$ cat src/rtl/scr1_dmem_mbox.sv
// scr1_dmem_mbox: data-memory mapped mailbox.
// A core-side dmem slave fronting a word FIFO that a consumer drains
// through a valid/ready port. Three word registers live at offsets
// 0x0 (DATA, write-only push), 0x4 (STATUS, read-only) and 0x8 (CTRL,
// write-only flush / overflow clear). Responses are registered and
// follow the accepting edge by exactly one cycle.
module scr1_dmem_mbox #(
  parameter int DEPTH            = 8,
  parameter int SCR1_DMEM_AWIDTH = 32,
  parameter int SCR1_DMEM_DWIDTH = 32
) (
  input  logic                        clk,
  input  logic                        rst_n,
  output logic                        dmem_req_ack,
  input  logic                        dmem_req,
  input  logic                        dmem_cmd,
  input  logic [1:0]                  dmem_width,
  input  logic [SCR1_DMEM_AWIDTH-1:0] dmem_addr,
  input  logic [SCR1_DMEM_DWIDTH-1:0] dmem_wdata,
  output logic [SCR1_DMEM_DWIDTH-1:0] dmem_rdata,
  output logic [1:0]                  dmem_resp,
  output logic                        mbox_vld,
  input  logic                        mbox_rdy,
  output logic [31:0]                 mbox_data
);

  // Pointer and occupancy widths; count must be able to hold DEPTH itself
  localparam int PW = $clog2(DEPTH);
  localparam int CW = $clog2(DEPTH) + 1;

  localparam logic       CMD_WR      = 1'b1;
  localparam logic [1:0] WIDTH_WORD  = 2'd2;
  localparam logic [1:0] RESP_NOTRDY = 2'd0;
  localparam logic [1:0] RESP_OK     = 2'd1;
  localparam logic [1:0] RESP_ER     = 2'd2;

  localparam logic [1:0] OFF_DATA    = 2'd0;
  localparam logic [1:0] OFF_STATUS  = 2'd1;
  localparam logic [1:0] OFF_CTRL    = 2'd2;

  // FIFO storage; deliberately not reset, contents only visible when non-empty
  logic [31:0] mem [DEPTH];

  logic [PW-1:0] wptr_reg, wptr_next;
  logic [PW-1:0] rptr_reg, rptr_next;
  logic [CW-1:0] count_reg, count_next;
  logic          ovf_reg, ovf_next;
  logic [1:0]    resp_reg, resp_next;
  logic [31:0]   rdata_reg, rdata_next;

  logic        full;
  logic        empty;
  logic        fmt_ok;
  logic        is_wr;
  logic [1:0]  offset;
  logic        err;
  logic        push;
  logic        pop;
  logic        flush;
  logic        ovf_set;
  logic        ovf_clr;
  logic        status_rd;
  logic [31:0] status_word;
  logic        unused_addr;

  assign dmem_req_ack = 1'b1;

  assign full   = (count_reg == CW'(DEPTH));
  assign empty  = (count_reg == '0);
  assign offset = dmem_addr[3:2];
  assign is_wr  = (dmem_cmd == CMD_WR);
  assign fmt_ok = (dmem_addr[1:0] == 2'b00) && (dmem_width == WIDTH_WORD);
  assign pop    = mbox_vld & mbox_rdy;

  // Only the low nibble of the address is decoded
  assign unused_addr = ^dmem_addr[SCR1_DMEM_AWIDTH-1:4];

  assign status_word = {16'b0, 8'(count_reg), 5'b0, ovf_reg, full, empty};

  assign mbox_vld   = ~empty;
  assign mbox_data  = mem[rptr_reg];
  assign dmem_resp  = resp_reg;
  assign dmem_rdata = SCR1_DMEM_DWIDTH'(rdata_reg);

  // Request decode: classify the access and derive its side effects
  always_comb begin
    err       = 1'b0;
    push      = 1'b0;
    flush     = 1'b0;
    ovf_set   = 1'b0;
    ovf_clr   = 1'b0;
    status_rd = 1'b0;
    if (dmem_req) begin
      if (!fmt_ok) begin
        err = 1'b1;
      end else begin
        case (offset)
          OFF_DATA: begin
            if (!is_wr) begin
              err = 1'b1;
            end else if (full) begin
              // Push against a full FIFO is dropped and remembered in OVF
              err     = 1'b1;
              ovf_set = 1'b1;
            end else begin
              push = 1'b1;
            end
          end
          OFF_STATUS: begin
            // Writes to STATUS are accepted and have no effect
            status_rd = ~is_wr;
          end
          OFF_CTRL: begin
            if (!is_wr) begin
              err = 1'b1;
            end else begin
              flush   = dmem_wdata[0];
              ovf_clr = dmem_wdata[1];
            end
          end
          default: err = 1'b1;
        endcase
      end
    end
  end

  // Next FIFO/OVF/response state; flush overrides a concurrent pop
  always_comb begin
    wptr_next  = wptr_reg;
    rptr_next  = rptr_reg;
    count_next = count_reg;
    ovf_next   = ovf_reg;
    if (flush) begin
      wptr_next  = '0;
      rptr_next  = '0;
      count_next = '0;
    end else begin
      if (push) begin
        wptr_next = wptr_reg + PW'(1);
      end
      if (pop) begin
        rptr_next = rptr_reg + PW'(1);
      end
      count_next = count_reg + CW'(push) - CW'(pop);
    end
    if (ovf_set) begin
      ovf_next = 1'b1;
    end else if (ovf_clr) begin
      ovf_next = 1'b0;
    end
    if (!dmem_req) begin
      resp_next = RESP_NOTRDY;
    end else if (err) begin
      resp_next = RESP_ER;
    end else begin
      resp_next = RESP_OK;
    end
    rdata_next = status_rd ? status_word : 32'h0;
  end

  // Control state and registered response, cleared asynchronously
  always_ff @(posedge clk or negedge rst_n) begin
    if (!rst_n) begin
      wptr_reg  <= '0;
      rptr_reg  <= '0;
      count_reg <= '0;
      ovf_reg   <= 1'b0;
      resp_reg  <= RESP_NOTRDY;
      rdata_reg <= 32'h0;
    end else begin
      wptr_reg  <= wptr_next;
      rptr_reg  <= rptr_next;
      count_reg <= count_next;
      ovf_reg   <= ovf_next;
      resp_reg  <= resp_next;
      rdata_reg <= rdata_next;
    end
  end

  // Storage write on an accepted push
  always_ff @(posedge clk) begin
    if (push) begin
      mem[wptr_reg] <= dmem_wdata[31:0];
    end
  end

endmodule

$ cat config.mk
export PLATFORM = sky130hd
export DESIGN_NAME = scr1_dmem_mbox
export DESIGN_NICKNAME = d
export VERILOG_FILES = /design/src/rtl/scr1_dmem_mbox.sv
export SDC_FILE = /design/constraint.sdc
export NUM_CORES = 1
export LEC_CHECK = 0
export ABC_AREA = 1
export BUFFER_PORTS_ARGS = -buffer_cell sky130_fd_sc_hd__buf_4
export CAP_MARGIN = 20
export CELL_PAD_IN_SITES_DETAIL_PLACEMENT = 0
export CELL_PAD_IN_SITES_GLOBAL_PLACEMENT = 2
export CORE_MARGIN = 10
export CORE_UTILIZATION = 36
export CTS_BUF_LIST = sky130_fd_sc_hd__clkbuf_4 sky130_fd_sc_hd__clkbuf_8
export DETAILED_ROUTE_END_ITERATION = 8
export PLACE_DENSITY = 0.84
export SYNTH_ARGS = -nofsm -noshare
export SYNTH_HDL_FRONTEND = slang
export SYNTH_SLANG_ARGS = --single-unit
$ cat constraint.sdc
create_clock -name clk -period 2.84 [get_ports clk]
set_clock_uncertainty 0.1 [all_clocks]
set_input_delay 0.568 -clock clk [delete_from_list [all_inputs] [get_ports clk]]
set_output_delay 0.568 -clock clk [all_outputs]
set_load 0.02 [all_outputs]
==> results of run 1 <==
## final cells by class
cell class	instances	area [sq um]	area share
flip-flops and latches	276	8190	0.602
multi-input cells	665	2860	0.210
repair buffers	114	1120	0.0824
clock buffers	54	693	0.0509
well taps	402	503	0.0370
clock inverters	18	131	0.00965
inverters	28	108	0.00791
## logic make-up (layout without fill, tap and decap cells)
logic type | Yosys count | after routing | share of synthesized area
AO/OA/AOI/OAI | 134 | 134 | 0.0587
XOR/XNOR | 3 | 3 | 0.00230
adder cells (fa/ha/maj) | 9 | 9 | 0.0105
buffers and inverters | 102 | 214 | 0.0478
flip-flops | 276 | 276 | 0.716
other | 2 | 26 | 0.000657
AND/OR/NAND/NOR | 493 | 493 | 0.164
## power by group
part	internal, W	switching [W]
logic	0.00186	0.00324
registers	0.00451	0.0000765
clock network	0.00177	0.00145
total	0.00814	0.00477
## critical path, cell delays in order, from the launching register on
cell and delay (ps):
dfrtp_4 570, inv_4 190, clkbuf_16 250, o21ai_0 110, nand2_1 60, nand2_1 40, nand2_1 150, buf_4 170
## routing by layer
metal  vias up  track usage  wire (microns)
met5         -            0              20
met1      3452        0.159           12200
met4         2       0.0441             546
met3        42       0.0268            1370
met2       162        0.230           13100
li1       3599            -               -
## timing repair
action / 4_1_cts / 5_1_grt
gates cloned: 0 / 5
hold buffers: 1 / 0
endpoints found under the hold margin: 20 / 0
resized for setup: 1 / 14
buffers inserted: 0 / 2
setup endpoints to repair: 1 / 32
## per-stage QoR
| step | setup TNS, ps | worst slack (ps) | hold slack (ps) | util |
|---|---|---|---|---|
| global route | -27.8 | -15.3 | 145 | 0.432 |
| detailed placement | 0 | 235 | 370 | 0.401 |
| global placement | 0 | 237 | 366 | 0.401 |
| floorplan | -49530 | -222 | 172 | - |
| finish | 0 | 70.3 | 158 | 0.432 |
| CTS | 0 | 6.35 | 133 | 0.427 |
## cell usage after synthesis (6+ instances only)
cell,instances
buf_1,6
buf_2,10
buf_4,40
clkbuf_1,17
dfrtp_1,20
edfxtp_1,256
ha_1,8
inv_1,25
nand2_1,189
nand3_1,14
nor2_1,288
o21ai_0,105
o21ai_1,26
## path summary, 6_finish.rpt
| check | from | endpoint | slack, ps | cells after the start |
|---|---|---|---|---|
| min in group asynchronous | rst_n | dmem_resp[1]$_DFF_PN0_ | 340 | 2 |
| min reg2reg | ovf_reg$_DFFE_PN0P_ | dmem_rdata[2]$_DFF_PN0_ | 390 | 2 |
| min | dmem_wdata[2] | mem[0][2]$_DFFE_PP_ | 160 | 1 |
| max | rptr_reg[0]$_DFFE_PN0P_ | mbox_data[13] | 70 | 7 |
| max in group asynchronous | rst_n | rptr_reg[0]$_DFFE_PN0P_ | 2050 | 2 |
| max reg2reg | count_reg[2]$_DFF_PN0_ | count_reg[2]$_DFF_PN0_ | 490 | 10 |
==> metrics.cfg, run 1 <==
[critical_path]
crit_path_end_kind=primary output
startpoint_type=flip-flop
crit_fanout=30
crit_type=flip-flop to primary output
arrival_ps=2100
required_ps=2170

[min_path]
hold_class=input port to flip-flop

[timing]
relSlewSlack=0.646
max_freq_ghz=0.361
period_share=0.975
final_hold_viol_count=0
fin_crit_ps=2770
setup_viol=0
slew_violations=0
worst_pin_slew_ps=531
rsz0062_at_grt=true

[place]
post-place-cells=1477
place_congestion=0.716
place.detailed.hpwl_microns=13900
io_buffers=84
placed_cell_area_sq_um=12600

[cells_and_area]
drive_gt1_frac=0.168
nFillCells=2935
layout_common_cells=nor2_1, edfxtp_1, nand2_1
final_cell_area_sq_um=13600
final_cells=1557
area_growth_pct=19.1
final_nets=1207
diodes=0
largest_reg_flops=256
final_common_cell=nor2_1

[synth]
synth_cell_types=23
synthCells=1019
synth_area_leader_cell=edfxtp_1
synthArstFlopShare=0.0725
syn_area_per_cell_sq_um=11.2
syn_area_sq_um=11400
yosys-top-cells-area=edfxtp_1, nor2_1, nand2_1, o21ai_0, dfrtp_1
yosys_register_bits=276
synth_ff_type=edfxtp_1
synth_seq_area_share=0.716
synth_edf_count=256
yosys_warnings=0
yosys.area.top_type_share=0.672

[floorplan]
dieArea_sq_um=39300
dieHeight_microns=198
die_x_microns=198
rows=65
start_util=0.363
core_area_sq_um=31500
boundaryPins=139

[grt]
track_usage=0.132
grt_pass1_wl_microns=40200
grt_max_degree=76
grt_remaining_overflow=0
grt_pass1_vias=7303
antenna_found_initial=1

[clock_network]
clkTransAtPathRegs_ps=60
cts.path.max_buffers=3
cts_tree=yes
cts_sinks=276
clk_latency_ps=540
cts_buffers=42
root_buffer=clkbuf_8
ctsHtreeMaxLevel=2

[routing]
avgRoutedWirePerCell_microns=17.5
drcViolationCount=0
drt_first_pass_iters=4
via_count=7257
drt_iter0_drc=445
routed_wl_microns=27200
vias_per_cell=4.66
ant_nets=0

[run_status]
status=complete, no violations

[power]
power-per-cell-area_nw_per_um2=948
ir_worst_vdd_mv=0.365
p_total_w=0.0129
power_leakage_nw=5.24

[flow_run]
cap_viol_max_count=0

Note: power is estimated with default switching activity, not from simulation.
==> inputs of run 2 (changes only) <==
--- a/config.mk
+++ b/config.mk
@@ -14,7 +14,7 @@
 export CORE_UTILIZATION = 36
 export CTS_BUF_LIST = sky130_fd_sc_hd__clkbuf_4 sky130_fd_sc_hd__clkbuf_8
 export DETAILED_ROUTE_END_ITERATION = 8
-export PLACE_DENSITY = 0.84
+export PLACE_DENSITY_LB_ADDON = 0.1
 export SYNTH_ARGS = -nofsm -noshare
 export SYNTH_HDL_FRONTEND = slang
 export SYNTH_SLANG_ARGS = --single-unit
==> metrics.cfg, run 2 (same netlist as run 1, synthesis figures left out) <==
[clock_network]
cts_buffers=47  ; +12%
cts.path.max_buffers=3  ; unchanged
cts_sinks=276  ; unchanged
cts_tree=yes
clk_latency_ps=540  ; about the same
ctsHtreeMaxLevel=2  ; unchanged
clkTransAtPathRegs_ps=60  ; about the same
root_buffer=clkbuf_8

[timing]
setup_viol=0  ; unchanged
rsz0062_at_grt=true
period_share=0.952  ; -0.0236
slew_violations=0  ; unchanged
relSlewSlack=0.666  ; +0.0197
max_freq_ghz=0.370  ; +2.5%
fin_ws_ps=137  ; +66.9 ps
worst_pin_slew_ps=499  ; -31.1 ps
final_hold_viol_count=0  ; unchanged
fin_crit_ps=2700  ; -66.9 ps

[power]
ir_worst_vdd_mv=0.582  ; +60%
power_leakage_nw=5.29  ; +1.0%
power-per-cell-area_nw_per_um2=940  ; -0.86%

[critical_path]
arrival_ps=2030  ; -70 ps
worstPathBufferInverterCount=3  ; unchanged
startpoint_type=flip-flop
cp-endpoint=mbox_data[29]
r2r_setup_slack_ps=460  ; -30 ps
crit_chain=inv_8 > bufbuf_16 > o21ai_0 > nand2_1 > nand2_1 > nand2_1 > buf_4
reg2reg_depth=10  ; unchanged
cpMostUsedCell=nand2_1
cp.depth=7  ; unchanged
crit_fanout=27  ; -10%
cpPeakStageDelay_ps=540  ; -30 ps
r2r-end=count_reg[2]$_DFF_PN0_
crit_path_end_kind=primary output
cp-startpoint=rptr_reg[0]$_DFFE_PN0P_
slowest_stage=dfrtp_4
cp_top_family=buffers and inverters
crit_type=flip-flop to primary output
required_ps=2170  ; about the same
r2r-start=count_reg[2]$_DFF_PN0_

[cells_and_area]
seqCellArea_sq_um=8190  ; unchanged
diodes=0  ; unchanged
multi_input_area_sq_um=2850  ; -0.52%
drive_gt1_frac=0.174  ; +0.00613
area_growth_pct=19.5
nFillCells=2962  ; +0.92%
final_common_cell=nor2_1
final_cells=1568  ; +0.71%
final_nets=1218  ; +0.91%
largest_reg_flops=256  ; unchanged
layout_common_cells=nor2_1, edfxtp_1, nand2_1

[routing]
vias_per_cell=4.54  ; -2.5%
via_count=7124  ; -1.8%
drt_iter0_drc=361  ; -19%
ant_nets=0  ; unchanged
drt_first_pass_iters=4  ; unchanged
avgRoutedWirePerCell_microns=17.7  ; +1.2%
drcViolationCount=0  ; unchanged
routed_wl_microns=27700  ; +1.9%

[floorplan]
rows=65  ; unchanged
boundaryPins=139  ; unchanged
dieArea_sq_um=39300  ; unchanged
core_area_sq_um=31500  ; unchanged
die_x_microns=198  ; unchanged
dieHeight_microns=198  ; unchanged
start_util=0.363  ; unchanged

[flow_run]
cap_viol_max_count=0  ; unchanged

[place]
place_congestion=0.719  ; +0.36%
post-place-ws_ps=217  ; -18.4 ps
post-place-cells=1488  ; +0.74%
io_buffers=84  ; unchanged
place.detailed.hpwl_microns=15300  ; +10%

[run_status]
status=complete, no violations

[grt]
grt_pass1_vias=7263  ; -0.55%
grt_pass1_wl_microns=42200  ; +4.8%
grt_max_degree=67  ; -12%
antenna_found_initial=0  ; -1
grt_remaining_overflow=0  ; unchanged
track_usage=0.141  ; +0.00855

[min_path]
hold_class=input port to flip-flop

run 2: changes by cell type in the layout (fill, tap and decap cells not counted), sizes merged:
cell    previous run  this run
inv               27        28
clkinv            16         9
bufinv             2         0
buf              110       117
clkbuf            57        68
bufbuf             0         1
run 2: worst min path at each step:
stage | start | end | slack, ps | cells after the start
after global placement | rst_n | ovf_reg$_DFFE_PN0P_ | 370 | 1
after floorplan | rst_n | count_reg[0]$_DFF_PN0_ | 170 | 0
after CTS | dmem_wdata[17] | mem[0][17]$_DFFE_PP_ | 110 | 1
final | dmem_wdata[17] | mem[0][17]$_DFFE_PP_ | 140 | 1
after global routing | dmem_wdata[21] | mem[6][21]$_DFFE_PP_ | 120 | 1
after detailed placement | rst_n | ovf_reg$_DFFE_PN0P_ | 370 | 1
run 2: per-layer routing:
| metal | share of wire | global-route usage | wire length, microns | vias to the layer above |
|---|---|---|---|---|
| met4 | 0.015 | 0.0373 | 411 | 0 |
| met3 | 0.049 | 0.0294 | 1350 | 41 |
| li1 | - | - | - | 3621 |
| met5 | 0 | 0 | 0 | - |
| met1 | 0.46 | 0.178 | 12600 | 3329 |
| met2 | 0.48 | 0.238 | 13300 | 133 |
run 2: layout make-up:
class                   count  share of cell area
flip-flops and latches    276               0.600
clock inverters            10             0.00366
well taps                 402              0.0368
inverters                  28             0.00843
multi-input cells         665               0.208
repair buffers            120              0.0841
clock buffers              67              0.0588
run 2: report_power, final:
part / switching (W) / leakage, nW / internal, W
Clock: 0.00150 / 0.457 / 0.00180
Combinational: 0.00315 / 2.27 / 0.00181
Sequential: 0.0000713 / 2.56 / 0.00451
Total: 0.00472 / 5.29 / 0.00812
run 2: what timing repair did:
action / in CTS / in global routing
endpoints found under the hold margin: 20 / 0
buffers inserted: 0 / 0
resized for setup: 3 / 4
endpoints found under the setup margin: 4 / 18
gates cloned: 1 / 1
hold buffers: 1 / 0
run 2: per-stage QoR:
stage / cell area (sq um) / util / total power (W) / setup TNS, ps / hold WS (ps)
after global routing: 13700 / 0.434 / 0.0138 / -393 / 117
after global placement: 12700 / 0.404 / 0.00960 / 0 / 368
after detailed placement: 12700 / 0.404 / 0.00959 / 0 / 369
after CTS: 13600 / 0.433 / 0.0130 / 0 / 106
final: 13700 / 0.434 / 0.0128 / 0 / 143
after floorplan: 11500 / - / 0.00783 / -49530 / 172
